[src/rtl/mem_stage_pkg.sv]
// Shared types and constants for the MEM pipeline stage and its MEM/WB register.
package mem_stage_pkg;

  typedef enum logic [1:0] {
    IDLE      = 2'd0,
    WAIT_GNT  = 2'd1,
    WAIT_RESP = 2'd2
  } state_e;

  localparam int unsigned DEFAULT_TIMEOUT = 255;
  localparam int          CNT_W           = 8;
  localparam logic [1:0]  WORD_ALIGN_MASK = 2'b11;

  function automatic logic is_word_aligned(input logic [1:0] addr_lsb);
    return (addr_lsb & WORD_ALIGN_MASK) == 2'b00;
  endfunction

endpackage

[src/rtl/mem_wb.sv]
// MEM/WB pipeline register; a bubble clears the write-back controls while the
// data fields hold unless explicitly loaded.
module mem_wb (
  input  logic        clk,
  input  logic        rst,
  input  logic        load_en,
  input  logic        bubble,
  input  logic        reg_write,
  input  logic        mem_to_reg,
  input  logic [4:0]  reg_id_w,
  input  logic [31:0] alu_result,
  input  logic        data_we,
  input  logic [31:0] mem_data,
  output logic        reg_write_o,
  output logic        mem_to_reg_o,
  output logic [4:0]  reg_id_wo,
  output logic [31:0] alu_result_o,
  output logic [31:0] mem_data_o
);

  // NOTE: sequential state uses non-blocking assignments so every flop samples
  // pre-edge values regardless of statement order.
  always_ff @(posedge clk or negedge rst) begin
    if (!rst) begin
      reg_write_o  <= 1'b0;
      mem_to_reg_o <= 1'b0;
      reg_id_wo    <= '0;
      alu_result_o <= '0;
      mem_data_o   <= '0;
    end else begin
      reg_write_o  <= reg_write  & ~bubble;
      mem_to_reg_o <= mem_to_reg & ~bubble;
      if (load_en) begin
        reg_id_wo    <= reg_id_w;
        alu_result_o <= alu_result;
      end
      if (data_we) mem_data_o <= mem_data;
    end
  end

endmodule

[src/rtl/mem_stage.sv]
// MEM stage: branch resolution, word load/store over a req/gnt/rvalid bus with
// pipeline stall and timeout abort, feeding the MEM/WB register.
module mem_stage
  import mem_stage_pkg::*;
#(
  parameter int unsigned TIMEOUT = DEFAULT_TIMEOUT,
  parameter int          ADDR_W  = 32
) (
  input  logic               clk,
  input  logic               rst,
  input  logic signed [31:0] result,
  input  logic signed [31:0] read_data2,
  input  logic               zero,
  input  logic               branch,
  input  logic [31:0]        branch_pc,
  input  logic               mem_read,
  input  logic               mem_write,
  input  logic               mem_to_reg,
  input  logic               reg_write,
  input  logic [4:0]         reg_id_w,
  output logic               pc_src_o,
  output logic [31:0]        branch_target_o,
  output logic               stall_o,
  output logic               dmem_req,
  output logic               dmem_we,
  output logic [ADDR_W-1:0]  dmem_addr,
  output logic [31:0]        dmem_wdata,
  input  logic               dmem_gnt,
  input  logic               dmem_rvalid,
  input  logic [31:0]        dmem_rdata,
  output logic               reg_write_o,
  output logic               mem_to_reg_o,
  output logic [4:0]         reg_id_wo,
  output logic [31:0]        alu_result_o,
  output logic [31:0]        mem_data_o,
  output logic               misalign_o,
  output logic               bus_err_o
);

  localparam logic [CNT_W-1:0] TIMEOUT_CNT = CNT_W'(TIMEOUT);

  state_e           state_q, state_d;
  logic [CNT_W-1:0] cnt_q, cnt_d;
  logic             mem_op, pending, misalign;
  logic             req, done, abort, load_done;

  assign pc_src_o        = branch & zero;
  assign branch_target_o = branch_pc;

  assign mem_op   = mem_read | mem_write;
  assign pending  = mem_op &  is_word_aligned(result[1:0]);
  assign misalign = mem_op & ~is_word_aligned(result[1:0]);

  // NOTE: every signal driven here gets a default first, so no path can leave
  // one unassigned and infer a latch.
  always_comb begin
    state_d   = state_q;
    cnt_d     = cnt_q;
    req       = 1'b0;
    done      = 1'b0;
    abort     = 1'b0;
    load_done = 1'b0;
    unique case (state_q)
      IDLE, WAIT_GNT: begin
        if (!pending) begin
          state_d = IDLE;
        end else begin
          req = 1'b1;
          if (dmem_gnt) begin
            // A grant beats a coincident timeout.
            if (mem_write) begin
              done    = 1'b1;
              state_d = IDLE;
            end else begin
              state_d = WAIT_RESP;
            end
          end else if (state_q == WAIT_GNT && cnt_q == TIMEOUT_CNT) begin
            abort   = 1'b1;
            state_d = IDLE;
          end else begin
            state_d = WAIT_GNT;
            cnt_d   = cnt_q + 1'b1;
          end
        end
      end
      WAIT_RESP: begin
        if (dmem_rvalid) begin
          done      = 1'b1;
          load_done = 1'b1;
          state_d   = IDLE;
        end else if (cnt_q == TIMEOUT_CNT) begin
          abort   = 1'b1;
          state_d = IDLE;
        end else begin
          cnt_d = cnt_q + 1'b1;
        end
      end
      default: state_d = IDLE;
    endcase
    if (state_d != state_q) cnt_d = '0;
  end

  always_ff @(posedge clk or negedge rst) begin
    if (!rst) begin
      state_q    <= IDLE;
      cnt_q      <= '0;
      misalign_o <= 1'b0;
      bus_err_o  <= 1'b0;
    end else begin
      state_q    <= state_d;
      cnt_q      <= cnt_d;
      misalign_o <= misalign;
      bus_err_o  <= abort;
    end
  end

  // Gated by rst so the bus and pipeline see nothing while reset is held.
  assign stall_o    = rst & pending & ~done & ~abort;
  assign dmem_req   = rst & req;
  assign dmem_we    = dmem_req & mem_write;
  assign dmem_addr  = dmem_req ? result[ADDR_W-1:0] : '0;
  assign dmem_wdata = dmem_req ? read_data2 : '0;

  mem_wb u_mem_wb (
    .clk          (clk),
    .rst          (rst),
    .load_en      (~stall_o),
    .bubble       (stall_o | misalign | abort),
    .reg_write    (reg_write),
    .mem_to_reg   (mem_to_reg),
    .reg_id_w     (reg_id_w),
    .alu_result   (result),
    .data_we      (load_done),
    .mem_data     (dmem_rdata),
    .reg_write_o  (reg_write_o),
    .mem_to_reg_o (mem_to_reg_o),
    .reg_id_wo    (reg_id_wo),
    .alu_result_o (alu_result_o),
    .mem_data_o   (mem_data_o)
  );

endmodule

[config.mk]
export PLATFORM = sky130hd
export DESIGN_NAME = mem_stage
export DESIGN_NICKNAME = d
export VERILOG_FILES = /design/src/rtl/mem_stage_pkg.sv /design/src/rtl/mem_wb.sv /design/src/rtl/mem_stage.sv
export SDC_FILE = /design/constraint.sdc
export NUM_CORES = 1
export LEC_CHECK = 0
export CAP_MARGIN = 20
export CELL_PAD_IN_SITES_DETAIL_PLACEMENT = 2
export CELL_PAD_IN_SITES_GLOBAL_PLACEMENT = 2
export CORE_ASPECT_RATIO = 0.75
export CORE_MARGIN = 4
export CORE_UTILIZATION = 20
export DETAILED_ROUTE_END_ITERATION = 8
export PLACE_DENSITY = 0.92
export SLEW_MARGIN = 10
export SYNTH_ARGS = -nofsm -noshare
export SYNTH_HDL_FRONTEND = slang
export SYNTH_SLANG_ARGS = --single-unit
[constraint.sdc]
create_clock -name clk -period 3.1 [get_ports clk]
set_clock_uncertainty 0.05 [all_clocks]
set_input_delay 0.465 -clock clk [delete_from_list [all_inputs] [get_ports clk]]
set_output_delay 0.465 -clock clk [all_outputs]
set_load 0.02 [all_outputs]
Word-level counts from Yosys, hierarchy flattened
Index checks and enable logic that the tools add are counted.
Widths: inputs -> output; s select.
{"block": "classes", "addsub": 1, "n_bitwise": 17, "reduce_logical": 6, "muxes": 30, "n_eq_ne": 9}
{"operator": "$mux 32", "count": 2}
{"operator": "$mux 8", "count": 6}
{"operator": "$pmux 8 s2", "count": 1}
{"operator": "$ne 3x3->1 const B", "count": 5}
{"operator": "$mux 1", "count": 13}
{"operator": "$and 1x1->1", "count": 10}
{"operator": "$mux 2", "count": 5}
{"operator": "$add 8x1->8 const B", "count": 1}
{"operator": "$eq 8x8->1 const B", "count": 1}
{"operator": "$reduce_and 6->1", "count": 1}
{"operator": "$logic_not 2->1", "count": 2}
{"operator": "$not 1->1", "count": 4}
{"operator": "$pmux 1 s2", "count": 2}
{"operator": "$pmux 2 s2", "count": 1}
{"operator": "$or 1x1->1", "count": 3}
{"operator": "$reduce_bool 3->1", "count": 1}
{"operator": "$eq 2x1->1 const B", "count": 1}
{"operator": "$eq 2x2->1 const B", "count": 1}
{"operator": "$ne 2x2->1", "count": 1}
{"operator": "$reduce_or 2->1", "count": 1}
{"operator": "$logic_and 1x1->1", "count": 1}
{"block": "word_totals", "regBits": 83, "wordCells": 72, "out_inout_bits": 173}

Depth between registers and ports, before layout
Gate-level depths: netlist of run 1.
{"block": "logic_depth", "word_depth": 12, "depth_mapped": 8}

Modules after synthesis
A second synthesis of run 1 with hierarchy kept.
{"block": "hier_totals", "cells_unflattened": 336, "area_unflattened_um2": 4290.4}
{"mod": "mem_wb", "seq_area_each_um2": 1776.7, "instances": 1, "cells_per_inst": 150, "area_per_inst_um2": 2907.8}
{"mod": "mem_stage", "seq_area_each_um2": 300.3, "instances": 1, "cells_per_inst": 186, "area_per_inst_um2": 1382.6}

Worst setup path after synthesis of run 1
No wires, ideal clock.
{"block": "synth_timing", "path_type": "input to output", "from": "input port result[0]", "to": "output port dmem_wdata[22]", "arrival_time_ns": 1.703, "required_time_ns": 2.585, "setup_slack_ns": 0.882, "stages": 5, "path_cell_list": "nor3_1 nand2_1 nor2_1 clkbuf_1 and2_1"}
{"block": "synth_via", "elab_chain_len": 6}
{"item": "from (decl)", "line_no": "mem_stage.sv:11", "rtl": "input logic signed [31:0] result,"}
{"item": "$logic_not 2->1", "line_no": "mem_stage_pkg.sv:15", "rtl": "return (addr_lsb & WORD_ALIGN_MASK) == 2'b00;"}
{"item": "$and 1x1->1", "line_no": "mem_stage.sv:51", "rtl": "assign pending = mem_op & is_word_aligned(result[1:0]);"}
{"item": "$mux 1", "line_no": "mem_stage.sv:65", "rtl": "if (!pending) begin"}
{"item": "$mux 1", "line_no": "mem_stage.sv:63", "rtl": "unique case (state_q)"}
{"item": "$and 1x1->1", "line_no": "mem_stage.sv:119", "rtl": "assign dmem_req = rst & req;"}
{"item": "named net dmem_req", "line_no": "mem_stage.sv:24", "rtl": "output logic dmem_req,"}
{"item": "$mux 32", "line_no": "mem_stage.sv:122", "rtl": "assign dmem_wdata = dmem_req ? read_data2 : '0;"}
{"item": "to (decl)", "line_no": "mem_stage.sv:27", "rtl": "output logic [31:0] dmem_wdata,"}
The timed path passes the listed nets, and every way through them passes these cells.

Worst setup path in the final report of run 1
{"block": "layout_timing", "from": "input port mem_write", "to": "output port dmem_wdata[26]"}
{"block": "layout_via", "elab_chain_len": 6}
{"item": "from (decl)", "line_no": "mem_stage.sv:17", "rtl": "input logic mem_write,"}
{"item": "$or 1x1->1", "line_no": "mem_stage.sv:50", "rtl": "assign mem_op = mem_read | mem_write;"}
{"item": "$and 1x1->1", "line_no": "mem_stage.sv:51"}
{"item": "$mux 1", "line_no": "mem_stage.sv:65"}
{"item": "$mux 1", "line_no": "mem_stage.sv:63"}
{"item": "$and 1x1->1", "line_no": "mem_stage.sv:119"}
{"item": "$mux 32", "line_no": "mem_stage.sv:122"}
Every way passes these cells.

==> metrics.yaml, run 1 <==
grt:
  grt_pass1_wl_mm: 25.4
  grt_pass1_vias: 3932
  overflow: 0
  grt_max_degree: 56
  antenna_found_initial: 0
  grtUsageTotal: 0.144
power:
  leakage_nw: 3.19
  ir_drop_v: 0.000268
  finalPower_w: 0.00364
  p_per_area_mw_per_mm2: 516
timing:
  finalHoldViolCount: 0
  fin_crit_sh: 0.961
  fmax_mhz: 336
  setup_viol: 0
  slew_violations: 0
  relSlewSlack: 0.486
  tightest_slew_ns: 0.770
  tns_ns: 0
  whs_ns: 0.447
  fin_crit_ns: 2.98
setup_path:
  slowest_stage: "clkdlybuf4s50_1"
  path_cells: "clkdlybuf4s50_1 -> nor2_1 -> nor3_2 -> nand2_1 -> nor2_4 -> buf_12 -> and2_1 -> clkdlybuf4s50_1"
  endpoint_kind: "primary output"
  crit_top_cell: "clkdlybuf4s50_1"
  crit_start: "mem_write"
  cp_max_fo: 21
  required_ns: 2.58
  start_kind: "primary input"
  r2r_slack_ns: 0.96
  crit_path_max_incr_delay_ns: 0.60
  cp_top_family: "buffers and inverters"
  arrival_ns: 2.47
  path_class: "in2out"
  r2r_start: "cnt_q[0]$_DFFE_PN0P_"
  crit_buf_inv: 3
cts:
  clockBufferDepth: 2
  cts_sinks: 83
  cts-root-buf: "clkbuf_16"
  cts_tree: "done"
  htree_levels: 3
  clk_pin_slew_worst_paths_ns: 0.07
  clock_latency_ns: 0.34
  cts_buffers: 9
run:
  maxCapViolations: 0
routing:
  drt-pass1-iter-count: 4
  drtAntennaViolNets: 0
  drt_wl_total_mm: 16.9
  vias: 3460
  drc: 0
  met3_length_mm: 1.41
  viasPerCell: 4.09
  wl_met2_mm: 8.31
  wl_per_cell_um: 20.0
  maxUsedRoutingLayer: "met4"
  first_iter_violations: 93
  wl_met1_mm: 7.00
die:
  die_w_um: 174
  die_area_mm2: 0.0231
  core-area_mm2: 0.0203
  pin_count: 316
  die_y_um: 133
  start_util: 0.204
  rows: 45
final_layout:
  drive_above_1_share: 0.196
  final_common_cell: "clkdlybuf4s50_1"
  post-route-util: 0.347
  final_area_mm2: 0.00706
  antenna-diode-count: 0
  nets: 704
  area_growth_pct: 70.3
  mostFrequentLayoutCells: "clkdlybuf4s50_1, dfrtp_1, and2_1"
  fillers: 2177
logic_synthesis:
  synth_seq_cells: 83
  syn_avg_cell_area_um2: 12.4
  ys.flop_type: "dfrtp_1"
  synth_edf_count: 0
  ys_warn_count: 0
  netlist_area_mm2: 0.00415
  synthDistinctLibCells: 45
  syn_inst: 335
  synth_seq_area_share: 0.501
  async_flop_share: 1.00
placed_design:
  io_buffers: 249
  gp_congestion: 0.759
  dp_hpwl_mm: 13.3
  postPlaceCellArea_mm2: 0.00679
status:
  outcome: "finished clean"
min_path:
  hp-class: "in2async"
[per-layer routing]
layer  track usage  vias to the layer above
met5             0                        -
met4        0.0321                        0
met3        0.0600                       21
met2         0.243                      163
met1         0.171                     1727
li1              -                     1549
[through the flow]
step	std cells	setup slack, ns
6_report	847	0.120
4_1_cts	847	0.00437
3_5_place_dp	830	-0.0895
2_1_floorplan	336	0.882
5_1_grt	847	-0.0333
3_3_place_gp	830	-0.0405
[logic make-up after synthesis]
kind of cell | Yosys count | share of synthesized area
flip-flops | 83 | 0.501
AND/OR/NAND/NOR | 106 | 0.164
multiplexers | 69 | 0.202
XOR/XNOR | 1 | 0.00211
buffers and inverters | 53 | 0.0872
adder cells (fa/ha/maj) | 1 | 0.00302
AO/OA/AOI/OAI | 21 | 0.0398
other | 1 | 0.000904
[report_power, final]
group	internal [W]	switching, W
clock	0.000723	0.000509
sequential	0.00125	0.000101
combinational	0.000574	0.000486
total	0.00255	0.00110
[cells in the mapped netlist, types with 2 or more instances]
library cell / count / area [µm²]
inv_1: 5 / 18.8
and2_1: 66 / 413
o21bai_1: 2 / 15.0
buf_2: 4 / 20.0
clkbuf_1: 6 / 22.5
a21boi_0: 2 / 15.0
buf_4: 34 / 255
nor3_1: 2 / 10.0
o2111a_1: 2 / 22.5
nor2_4: 2 / 22.5
mux2_4: 17 / 255
buf_6: 4 / 45.0
nor2_1: 9 / 33.8
nand3_1: 4 / 20.0
dfrtp_1: 83 / 2080
o21ai_0: 6 / 30.0
nand4_1: 2 / 12.5
a21o_1: 2 / 15.0
nand2_1: 5 / 18.8
mux2_2: 51 / 574
and3_1: 2 / 12.5
or3_1: 2 / 12.5
[path summary, 6_finish.rpt]
path,endpoint,depth (start not counted)
max in group asynchronous,u_mem_wb.alu_result_o[2]$_DFFE_PN0N_,3
hold / removal,state_q[0]$_DFF_PN0_,2
setup / recovery,dmem_wdata[26],8
min in group clk,u_mem_wb.mem_data_o[13]$_DFFE_PN0P_,1
hold reg to reg,u_mem_wb.mem_data_o[13]$_DFFE_PN0P_,1
setup reg to reg,cnt_q[6]$_DFFE_PN0P_,6
[registers in the layout, summed over array words and instances (netlist names)]
| name | cells |
|---|---|
| u_mem_wb.reg_write_o | 1 |
| bus_err_o | 1 |
| u_mem_wb.mem_data_o | 32 |
| state_q | 2 |
| u_mem_wb.reg_id_wo | 5 |
| cnt_q | 8 |
| u_mem_wb.alu_result_o | 32 |
| misalign_o | 1 |
| u_mem_wb.mem_to_reg_o | 1 |
[cell type report]
class                   count  area, µm²  share of cell area
well taps                 282        353              0.0500
multi-input cells         200       1730               0.246
flip-flops and latches     83       2080               0.294
inverters                   5       18.8             0.00266
clock buffers               9        225              0.0319
clock inverters             7        106              0.0151
repair buffers            261       2550               0.361
[timing repair]
action	in CTS	in global routing
hold buffers	1	0
cloned	0	0
endpoints found under the setup margin	59	5
hold endpoints to repair	2	0
setup buffers	0	0
gates resized for setup	59	2
Power figures use the tool's default switching activity.
==> run 2: changes to the inputs <==
--- a/config.mk
+++ b/config.mk
@@ -11,7 +11,9 @@
 export CORE_ASPECT_RATIO = 0.75
 export CORE_MARGIN = 4
 export CORE_UTILIZATION = 20
+export CTS_CLUSTER_SIZE = 24
 export DETAILED_ROUTE_END_ITERATION = 8
+export MAX_ROUTING_LAYER = met4
 export PLACE_DENSITY = 0.92
 export SLEW_MARGIN = 10
 export SYNTH_ARGS = -nofsm -noshare
==> metrics.yaml, run 2 (synthesis results as in run 1) <==
status:
  outcome: "finished clean"
cts:
  cts_buffers: 9
  cts_tree: "done"
  clk_pin_slew_worst_paths_ns: 0.07
  cts_sinks: 83
  htree_levels: 3
  cts-root-buf: "clkbuf_16"
  clockBufferDepth: 2
  clock_latency_ns: 0.34
grt:
  antenna_found_initial: 0
  grt_max_degree: 56
  grt_pass1_wl_mm: 25.3
  grt_pass1_vias: 3932
  overflow: 0
  grtUsageTotal: 0.148
die:
  die_y_um: 133
  die_w_um: 174
  pin_count: 316
  rows: 45
  die_area_mm2: 0.0231
  start_util: 0.204
  core-area_mm2: 0.0203
routing:
  drtAntennaViolNets: 0
  viasPerCell: 4.08
  drt-pass1-iter-count: 4
  vias: 3459
  wl_per_cell_um: 20.0
  drt_wl_total_mm: 16.9
  drc: 0
  first_iter_violations: 100
timing:
  relSlewSlack: 0.491
  setup_viol: 0
  fin_crit_sh: 0.966
  finalHoldViolCount: 0
  tightest_slew_ns: 0.763
  fmax_mhz: 334
  slew_violations: 0
  fin_crit_ns: 3.00
run:
  maxCapViolations: 0
setup_path:
  r2r_slack_ns: 0.94
  start_kind: "primary input"
  crit_top_cell: "clkdlybuf4s50_1"
  path_class: "in2out"
  path_cells: "clkdlybuf4s50_1 -> nor2_1 -> nor3_2 -> nand2_1 -> nor2_4 -> buf_12 -> and2_1 -> clkdlybuf4s50_1"
  cp_max_fo: 21
  slowest_stage: "clkdlybuf4s50_1"
  endpoint_kind: "primary output"
  arrival_ns: 2.48
  crit_start: "mem_write"
  crit_buf_inv: 3
  path_depth: 8
  crit_path_max_incr_delay_ns: 0.60
  required_ns: 2.58
  r2r_start: "cnt_q[0]$_DFFE_PN0P_"
  reg2reg_depth: 6
  cp-endpoint: "dmem_wdata[26]"
  regToRegEndpoint: "cnt_q[6]$_DFFE_PN0P_"
  cp_top_family: "buffers and inverters"
power:
  finalPower_w: 0.00364
  leakage_nw: 3.19
  clockPowerShare: 0.338
  seqPwrFrac: 0.370
  p_per_area_mw_per_mm2: 516
  swShare: 0.302
  comb_power_share: 0.291
  internal-power_w: 0.00255
  switchingPower_w: 0.00110
  ir_drop_v: 0.000266
placed_design:
  postPlaceCellArea_mm2: 0.00679
  gp_congestion: 0.774
  dp_hpwl_mm: 13.3
  io_buffers: 249
  dp_cells: 830
final_layout:
  antenna-diode-count: 0
  nets: 704
  final_cells: 847
  final_area_mm2: 0.00706
  post-route-util: 0.347
  mostFrequentLayoutCells: "clkdlybuf4s50_1, dfrtp_1, and2_1"
  drive_above_1_share: 0.196
  largestRegisters: "u_mem_wb.alu_result_o x32, u_mem_wb.mem_data_o x32, cnt_q x8"
  final_common_cell: "clkdlybuf4s50_1"
  area_growth_pct: 70.3
min_path:
  hp-class: "in2async"
[run 2: cell counts in the layout (fill, tap and decap cells not counted)]
No cell type changed its count.
[run 2: worst min-delay path by stage]
stage / from / to / depth (start not counted)
floorplan: rst / bus_err_o$_DFF_PN0_ / 0
global placement: rst / state_q[0]$_DFF_PN0_ / 1
detailed placement: rst / state_q[0]$_DFF_PN0_ / 1
CTS: rst / cnt_q[6]$_DFFE_PN0P_ / 2
global route: rst / cnt_q[6]$_DFFE_PN0P_ / 2
finish: rst / cnt_q[6]$_DFFE_PN0P_ / 2
[run 2: metrics by stage]
stage / hold WS (ns) / worst slack (ns) / setup TNS (ns)
final: 0.441 / 0.104 / 0
after global routing: 0.424 / -0.0333 / -0.0870
after CTS: 0.419 / 0.00437 / 0
after detailed placement: 0.231 / -0.0895 / -2.27
after global placement: 0.230 / -0.0405 / -0.344
after floorplan: 0.119 / 0.882 / 0
[run 2: metal layers]
layer	global-route usage	share of wire	vias to the layer above
met3	0.0551	0.081	23
met5	-	0	-
met2	0.243	0.49	163
li1	-	-	1546
met4	0.0321	0.012	0
met1	0.174	0.42	1727
[run 2: power groups by stage]
stage                     combinational [W]  clock (W)  sequential (W)
final                               0.00106    0.00123         0.00135
after global routing                0.00113    0.00133         0.00137
after CTS                           0.00108    0.00128         0.00135
after detailed placement            0.00108          0         0.00137
after global placement              0.00106          0         0.00135
after floorplan                    0.000305          0         0.00155
[run 2: what timing repair did]
item                                    4_1_cts  5_1_grt
buffers inserted                              0        0
hold buffers                                  1        0
hold endpoints to repair                      2        0
endpoints found under the setup margin       59        5
resized for setup                            59        2
[run 2: cell type report]
class                   instances  area (µm²)
inverters                       5        18.8
clock inverters                 7         106
repair buffers                261        2550
well taps                     282         353
clock buffers                   9         225
fillers                      2177       13300
flip-flops and latches         83        2080
multi-input cells             200        1730
[run 2: worst reg2reg max path, delay by kind of cell (launching register included)]
kind / cells / cell delay [ns]
DFF: 1 / 0.43
and+or+nand+nor: 3 / 0.85
adders and majority gates: 1 / 0.27
AOI/OAI and AO/OA: 2 / 0.47
